$ cat src/rtl/ahb_pkg.sv
// ahb_pkg: shared AHB-Lite encodings and the initiator state type for ahb_mst.
package ahb_pkg;

   typedef enum logic [1:0] {
      HTRANS_IDLE   = 2'b00,
      HTRANS_BUSY   = 2'b01,
      HTRANS_NONSEQ = 2'b10,
      HTRANS_SEQ    = 2'b11
   } htrans_t;

   typedef enum logic [2:0] {
      HBURST_SINGLE = 3'b000,
      HBURST_INCR   = 3'b001,
      HBURST_INCR4  = 3'b011,
      HBURST_INCR8  = 3'b101,
      HBURST_INCR16 = 3'b111
   } hburst_t;

   localparam logic [2:0] HSIZE_WORD = 3'b010;

   typedef enum logic [1:0] {
      ST_IDLE,
      ST_ADDR,
      ST_DATA_LAST,
      ST_ERR
   } mst_state_t;

   // Fixed-length encodings only for 1/4/8/16 beats; everything else is INCR.
   function automatic hburst_t burst_enc(input int unsigned len);
      hburst_t b;
      case (len)
         1:       b = HBURST_SINGLE;
         4:       b = HBURST_INCR4;
         8:       b = HBURST_INCR8;
         16:      b = HBURST_INCR16;
         default: b = HBURST_INCR;
      endcase
      return b;
   endfunction

endpackage

$ cat src/rtl/ahb_mst.sv
// ahb_mst: AHB-Lite initiator issuing one pipelined word-sized burst per command.
// Optional: define AHB_MST_1KB_SPLIT_EN to restart a burst as NONSEQ/INCR at 1 KB crossings.
module ahb_mst
   import ahb_pkg::*;
#(
   parameter int unsigned MAX_LEN = 16,
   parameter int unsigned ADDR_W  = 32,
   parameter int unsigned DATA_W  = 32,
   localparam int unsigned LEN_W  = $clog2(MAX_LEN) + 1
) (
   input  logic              clk,
   input  logic              reset_n,
   input  logic              cmd_valid,
   output logic              cmd_ready,
   input  logic              cmd_write,
   input  logic [ADDR_W-1:0] cmd_addr,
   input  logic [LEN_W-1:0]  cmd_len,
   input  logic [DATA_W-1:0] wr_data,
   output logic              wr_pop,
   output logic [DATA_W-1:0] rd_data,
   output logic              rd_valid,
   output logic              done,
   output logic              done_err,
   output logic [ADDR_W-1:0] haddr,
   output logic [1:0]        htrans,
   output logic              hwrite,
   output logic [2:0]        hsize,
   output logic [2:0]        hburst,
   output logic [DATA_W-1:0] hwdata,
   input  logic [DATA_W-1:0] hrdata,
   input  logic              hready,
   input  logic              hresp
);

   mst_state_t        state_q, state_d;
   htrans_t           htrans_q, htrans_d;
   hburst_t           hburst_q, hburst_d;
   logic [ADDR_W-1:0] haddr_q, haddr_d;
   logic              hwrite_q, hwrite_d;
   logic [DATA_W-1:0] hwdata_q, hwdata_d;
   logic [DATA_W-1:0] rd_data_q, rd_data_d;
   logic              rd_valid_q, rd_valid_d;
   logic              done_q, done_d;
   logic              done_err_q, done_err_d;
   logic [LEN_W-1:0]  beats_q, beats_d;
   logic              dpend_q, dpend_d;   // a data phase is in progress this cycle
   logic [LEN_W-1:0]  len_eff;
   logic [ADDR_W-1:0] nxt_addr;
   logic              err_first;

   assign len_eff   = (cmd_len == '0) ? LEN_W'(1) : cmd_len;
   assign nxt_addr  = haddr_q + ADDR_W'(4);
   assign err_first = hresp & ~hready;

   assign cmd_ready = (state_q == ST_IDLE);
   assign haddr     = haddr_q;
   assign htrans    = htrans_q;
   assign hwrite    = hwrite_q;
   assign hsize     = HSIZE_WORD;
   assign hburst    = hburst_q;
   assign hwdata    = hwdata_q;
   assign rd_data   = rd_data_q;
   assign rd_valid  = rd_valid_q;
   assign done      = done_q;
   assign done_err  = done_err_q;

   // Next-state, bus control and beat bookkeeping.
   // wr_pop is combinational so the source advances on the same edge that loads hwdata.
   always_comb begin
      state_d    = state_q;
      htrans_d   = htrans_q;
      hburst_d   = hburst_q;
      haddr_d    = haddr_q;
      hwrite_d   = hwrite_q;
      hwdata_d   = hwdata_q;
      rd_data_d  = rd_data_q;
      beats_d    = beats_q;
      dpend_d    = dpend_q;
      rd_valid_d = 1'b0;
      done_d     = 1'b0;
      done_err_d = 1'b0;
      wr_pop     = 1'b0;
      case (state_q)
         ST_IDLE: begin
            if (cmd_valid) begin
               htrans_d = HTRANS_NONSEQ;
               haddr_d  = cmd_addr;
               hwrite_d = cmd_write;
               hburst_d = burst_enc(32'(len_eff));
               beats_d  = len_eff;
               dpend_d  = 1'b0;
               state_d  = ST_ADDR;
            end
         end
         ST_ADDR: begin
            if (err_first) begin
               htrans_d = HTRANS_IDLE;
               state_d  = ST_ERR;
            end else if (hready) begin
               if (dpend_q && !hwrite_q && !hresp) begin
                  rd_valid_d = 1'b1;
                  rd_data_d  = hrdata;
               end
               if (hwrite_q) begin
                  wr_pop   = 1'b1;
                  hwdata_d = wr_data;
               end
               dpend_d = 1'b1;
               if (beats_q > LEN_W'(1)) begin
                  beats_d  = beats_q - LEN_W'(1);
                  haddr_d  = nxt_addr;
                  htrans_d = HTRANS_SEQ;
`ifdef AHB_MST_1KB_SPLIT_EN
                  if (nxt_addr[9:0] == '0) begin
                     htrans_d = HTRANS_NONSEQ;
                     hburst_d = HBURST_INCR;
                  end
`endif
               end else begin
                  htrans_d = HTRANS_IDLE;
                  state_d  = ST_DATA_LAST;
               end
            end
         end
         ST_DATA_LAST: begin
            if (err_first) begin
               htrans_d = HTRANS_IDLE;
               state_d  = ST_ERR;
            end else if (hready) begin
               if (!hwrite_q) begin
                  rd_valid_d = 1'b1;
                  rd_data_d  = hrdata;
               end
               done_d  = 1'b1;
               dpend_d = 1'b0;
               state_d = ST_IDLE;
            end
         end
         ST_ERR: begin
            if (hready) begin
               done_d     = 1'b1;
               done_err_d = 1'b1;
               dpend_d    = 1'b0;
               state_d    = ST_IDLE;
            end
         end
         default: state_d = ST_IDLE;
      endcase
   end

   // State and output registers with asynchronous abort to idle.
   always_ff @(posedge clk or negedge reset_n) begin
      if (!reset_n) begin
         state_q    <= ST_IDLE;
         htrans_q   <= HTRANS_IDLE;
         hburst_q   <= HBURST_SINGLE;
         haddr_q    <= '0;
         hwrite_q   <= 1'b0;
         hwdata_q   <= '0;
         rd_data_q  <= '0;
         rd_valid_q <= 1'b0;
         done_q     <= 1'b0;
         done_err_q <= 1'b0;
         beats_q    <= '0;
         dpend_q    <= 1'b0;
      end else begin
         state_q    <= state_d;
         htrans_q   <= htrans_d;
         hburst_q   <= hburst_d;
         haddr_q    <= haddr_d;
         hwrite_q   <= hwrite_d;
         hwdata_q   <= hwdata_d;
         rd_data_q  <= rd_data_d;
         rd_valid_q <= rd_valid_d;
         done_q     <= done_d;
         done_err_q <= done_err_d;
         beats_q    <= beats_d;
         dpend_q    <= dpend_d;
      end
   end

endmodule

$ cat config.mk
export PLATFORM = sky130hd
export DESIGN_NAME = ahb_mst
export DESIGN_NICKNAME = d
export VERILOG_FILES = /design/src/rtl/ahb_pkg.sv /design/src/rtl/ahb_mst.sv
export SDC_FILE = /design/constraint.sdc
export NUM_CORES = 1
export LEC_CHECK = 0
export CAP_MARGIN = 30
export CORE_MARGIN = 2
export CORE_UTILIZATION = 30
export CTS_BUF_LIST = sky130_fd_sc_hd__clkbuf_4
export CTS_CLUSTER_DIAMETER = 80
export DETAILED_ROUTE_END_ITERATION = 8
export PLACE_DENSITY = 0.69
export SLEW_MARGIN = 15
export SYNTH_ARGS = -nofsm -noshare
export SYNTH_HDL_FRONTEND = slang
export SYNTH_SLANG_ARGS = --single-unit
$ cat constraint.sdc
create_clock -name clk -period 2.84 [get_ports clk]
set_input_delay 0.852 -clock clk [delete_from_list [all_inputs] [get_ports clk]]
set_output_delay 0.852 -clock clk [all_outputs]
set_load 0.03 [all_outputs]
# After elaboration in Yosys (flattened, before gate mapping)
# Index checks and enable logic that the tools add are counted.
# op_classes
reduce_logical,16
n_mux,53
order_cmp,1
add_sub_neg,2
n_eq_ne,18
bitwise_logic,3
# op_table
operator,n
two-way mux 32 bit,10
case mux 32 bit (2 select lines),2
"adder 32 x 3 -> 32 bit, second input constant",1
two-way mux 5 bit,5
two-way mux 2 bit,11
two-way mux 1 bit,18
"!= test 2 bit, second input constant",9
case mux 3 bit (4 select lines),1
AND reduction 4 bit,3
case mux 5 bit (2 select lines),1
case mux 2 bit (4 select lines),1
AND reduction 7 bit,1
"!= test 3 bit, second input constant",2
case mux 2 bit (3 select lines),1
"equality test 5 x 1 -> 1 bit, second input constant",1
"equality test 5 x 3 -> 1 bit, second input constant",1
"equality test 5 x 4 -> 1 bit, second input constant",1
"equality test 5 bit, second input constant",1
"> comparator 5 x 1 -> 1 bit, second input constant",1
zero test 5 bit,1
AND reduction 5 bit,1
"subtractor 5 x 1 -> 5 bit, second input constant",1
"equality test 2 bit, second input constant",2
case mux 1 bit (2 select lines),2
other kinds (11),15
# word_totals
in_bits,107
output_inout_bits,110
wordCells,105
register_bits,113

# Longest topological paths before layout
# depth
depth_word,7
ltp_mapped,9
depth_no_buf,7

# Worst setup path before layout
# No wires, ideal clock.
# synth_timing
path_kind,in2out
start,input port hready
end,output port wr_pop
path_slack_ns,0.153
path_stages,4
n_path_buf,2
required_ns,1.988
t_arrival_ns,1.835
path_cell_list,clkbuf_1 -> nand3_1 -> clkbuf_1 -> inv_1
# synth_between
elab_chain_len,4
word_cells_on_any_way,5
cone_classes,3 x mux; 2 x bitwise
# synth_rtl
item,line_no,text
start: declaration,ahb_mst.sv:31,"input logic hready,"
NOT 1 bit,ahb_mst.sv:53,assign err_first = hresp & ~hready;
bitwise AND 1 bit,ahb_mst.sv:53,
two-way mux 1 bit *,ahb_mst.sv:96,if (err_first) begin
two-way mux 1 bit *,ahb_mst.sv:83,case (state_q)
end: declaration,ahb_mst.sv:19,"output logic wr_pop,"
# Mark *: on every way between the ends. The rest lies on a longest branch, timed or not.

# Worst setup path in the final report
# layout_timing
start,"register haddr_q[10], in the netlist haddr[10]"
end,output port haddr[10]
# layout_rtl
item,line_no,text
start: declaration,ahb_mst.sv:38,"logic [ADDR_W-1:0] haddr_q, haddr_d;"
start signal: assignment,ahb_mst.sv:170,haddr_q <= haddr_d;
end: declaration,ahb_mst.sv:24,"output logic [ADDR_W-1:0] haddr,"
# No word-level cell between the ends.

==> summary.md <==
| Metric | Value |
|---|---|
| CP Depth | `1` |
| Slew headroom | `0.563` |
| Place WS | `0.138 ns` |
| CTS tree | `done` |
| Final hold vios | `0` |
| Sequential Area | `2830 um^2` |
| Worst hold margin | `0.394 ns` |
| EDFF count, synth | `0` |
| Worst slew pin tran | `0.656 ns` |
| Area leader, netlist | `dfrtp_1` |
| Pwr Density | `1210 nW/um^2` |
| Routed wire per std cell | `16.1 um` |
| Leak | `3.31 nW` |
| Grt ovf | `0` |
| Register-to-register setup slack | `0.55 ns` |
| First-pass GRT wire length | `24900 um` |
| Initial detailed-routing violation count | `249` |
| Hold Crit Class | `input pin to async pin` |
| Top routing layer used | `met4` |
| Number of clock buffers inserted by TritonCTS | `17` |
| Clk buf depth | `2` |
| Warnings, synthesis | `0` |
| WL met1 | `6860 um` |
| Total global routing track utilization | `0.163` |
| Post-CTS Hold Fix Bufs | `0` |
| H-tree depth | `4` |
| CP max FO | `10` |
| Via-per-instance ratio | `4.87` |
| Post-route antenna net violation count | `0` |
| Worst Path Required | `1.99 ns` |
| Critical Path Slowest Stage Cell | `clkdlybuf4s50_1` |
| Post-Syn Area per Cell | `11.0 um^2` |
| Placer Congestion | `0.800` |
| Clk sinks | `113` |
| Post-DP Area | `7860 um^2` |
| Num rows | `49` |
| Peak VDD IR | `0.593 mV` |
| Setup ws final | `0.168 ns` |
| FMAX | `374 MHz` |
| Vias in the first global route | `4713` |
| CP Launch Type | `flop` |
| Ys async rst share | `1.00` |
| Final setup fails | `0` |
| Distinct cells, synth | `48` |
| R2R Path Start | `haddr[3]$_DFFE_PN0P_` |
| Initial antenna violation count | `1` |
| First drt pass iteration count | `4` |
| Netlist Area Pre-Place | `5390 um^2` |
| Final Cycle Share | `0.941` |
| NumNets Final | `831` |
| Crit end category | `output pin` |
| DRC errors left | `0` |
| Metal2 WL | `7250 um` |
| Area Growth Syn to Fin | `51.2%` |
| Clk root buf | `clkbuf_4` |
| Skew-Pair Late Insertion Delay | `0.52 ns` |
| Buf/Inv on CP | `1` |
| CP delay by family, top | `buffers and inverters` |
| Die outline width | `138 um` |
| DR vias | `4671` |
| Die footprint | `19100 um^2` |
| CP cell instances | `clkdlybuf4s50_1` |
| Post-route minimum period | `2.67 ns` |
| Layout Skew | `0.0214 ns` |
| Critical path class | `flop to output pin` |
| Data arrival, critical path | `1.82 ns` |
| Primary FF master, synth | `dfrtp_1` |
| Worst stage delay on the critical path | `0.75 ns` |
| Post-DP HPWL | `11100 um` |
| Initial Utilization | `0.303` |
| Synth area leaders | `dfrtp_1 (52%), mux2_2 (12%), nand2_1 (2.4%), nor2_1 (2.4%), a21oi_1 (2.3%)` |
| Seq/Total Area, Yosys | `0.525` |
| Mapped Cells | `492` |
| Fin. max-slew vios | `0` |
| Synth top area share | `0.525` |
| Die Y-Extent | `138 um` |
| Post-route design area | `8150 um^2` |
| Core ar. | `17800 um^2` |
| Ratio of cells with drive above 1 in the final layout | `0.170` |
| Metal3 WL | `991 um` |
| Routed Wire Length | `15500 um` |
| Buffers on Ports | `213` |
| Number of synthesized register bits | `113` |
| RR Endpoint | `haddr[24]$_DFFE_PN0P_` |
| Run status | `finished, final reports clean` |
| Max-cap viol count | `0` |
| Sum Neg Setup Slack | `0 ns` |
| Final Power | `9.83 mW` |
| Largest net degree at the start of global routing | `114` |
| Worst reg-to-reg path cell count | `6` |
| Number of fill cells in the layout | `1709` |
| Worst-path clk slew | `0.12 ns` |
| Footprint of the multi-input gates | `2400 um^2` |
| RSZ-0062 raised after global routing | `false` |
| IO Pins | `217` |
[cell usage after synthesis, drive strengths merged, types with 10 or more instances]
cell	n
a21oi	25
nor3	14
buf	12
clkbuf	16
dfrtp	113
nor2	35
nand3	23
o22ai	11
inv	15
a22oi	10
nand2	34
mux2	66
o21ai	24
[what timing repair did]
action | CTS | global route
gates resized for setup | 2 | 2
setup endpoints to repair | 2 | 1
buffers inserted | 0 | 0
[worst max-delay path by stage]
| stage | startpoint | end |
|---|---|---|
| 5_1_grt | state_q[0]$_DFFE_PN0P_ | cmd_ready |
| 2_1_floorplan | hready | wr_pop |
| 3_5_place_dp | hready | wr_pop |
| 3_3_place_gp | hready | wr_pop |
| 6_report | haddr[10]$_DFFE_PN0P_ | haddr[10] |
| 4_1_cts | state_q[1]$_DFFE_PN0P_ | wr_pop |
[layer usage]
metal	GRT usage	vias up
met5	0	-
met4	0.0650	0
met3	0.0526	21
met2	0.255	176
met1	0.211	2232
li1	-	2242
[area by class of cell]
class | instances | share of cell area
multi-input cells | 337 | 0.294
clock inverters | 14 | 0.0173
diodes | 1 | 0.000307
inverters | 15 | 0.00691
clock buffers | 18 | 0.0166
flip-flops and latches | 113 | 0.347
repair buffers | 233 | 0.283
well taps | 229 | 0.0352
[flip-flops by register name, summed over array words and instances (netlist names)]
name / count
htrans: 2
done: 1
haddr: 32
state_q: 2
hburst: 3
hwdata: 32
hwrite: 1
dpend_q: 1
rd_data: 32
done_err: 1
beats_q: 5
rd_valid: 1
[per-stage QoR]
stage / utilization / instances
2_1_floorplan: - / 493
3_3_place_gp: 0.442 / 927
3_5_place_dp: 0.442 / 927
4_1_cts: 0.458 / 959
6_report: 0.458 / 960
5_1_grt: 0.458 / 960
[cells in the final DEF (no fill, tap or decap), drive strengths merged, types with 3 or more instances in the layout]
master and count:
nand2b 6, nor2 35, mux2i 8, nand3 23, nor4 6, a22oi 10
or4 4, and3 6, o21ai 24, conb 3, buf 22, ha 7
xnor2 5, nand4 8, dfrtp 113, nand2 34, nor2b 3, inv 16
a211oi 3, mux2 66, o22ai 11, nor3 14, clkinvlp 3, a21oi 25
and4 4, clkdlybuf4s50 210, o211ai 4, a221oi 3, clkbuf 18, o31ai 4
clkinv 8, or3 7
[power by group]
part | internal (mW) | total [mW] | switching (mW)
logic | 2.47 | 5.54 | 3.07
registers | 2.41 | 3.09 | 0.686
clock network | 0.528 | 1.20 | 0.668
[cell families after synthesis]
family | count (synthesis) | share of synthesized area
fa+ha+maj | 7 | 0.0162
buf+inv | 43 | 0.0346
compound gates | 96 | 0.115
simple gates | 152 | 0.147
xor+xnor | 5 | 0.00812
mux | 74 | 0.153
flops | 113 | 0.525
other cells | 2 | 0.00139
No activity file was read; power rests on OpenSTA's default activity.
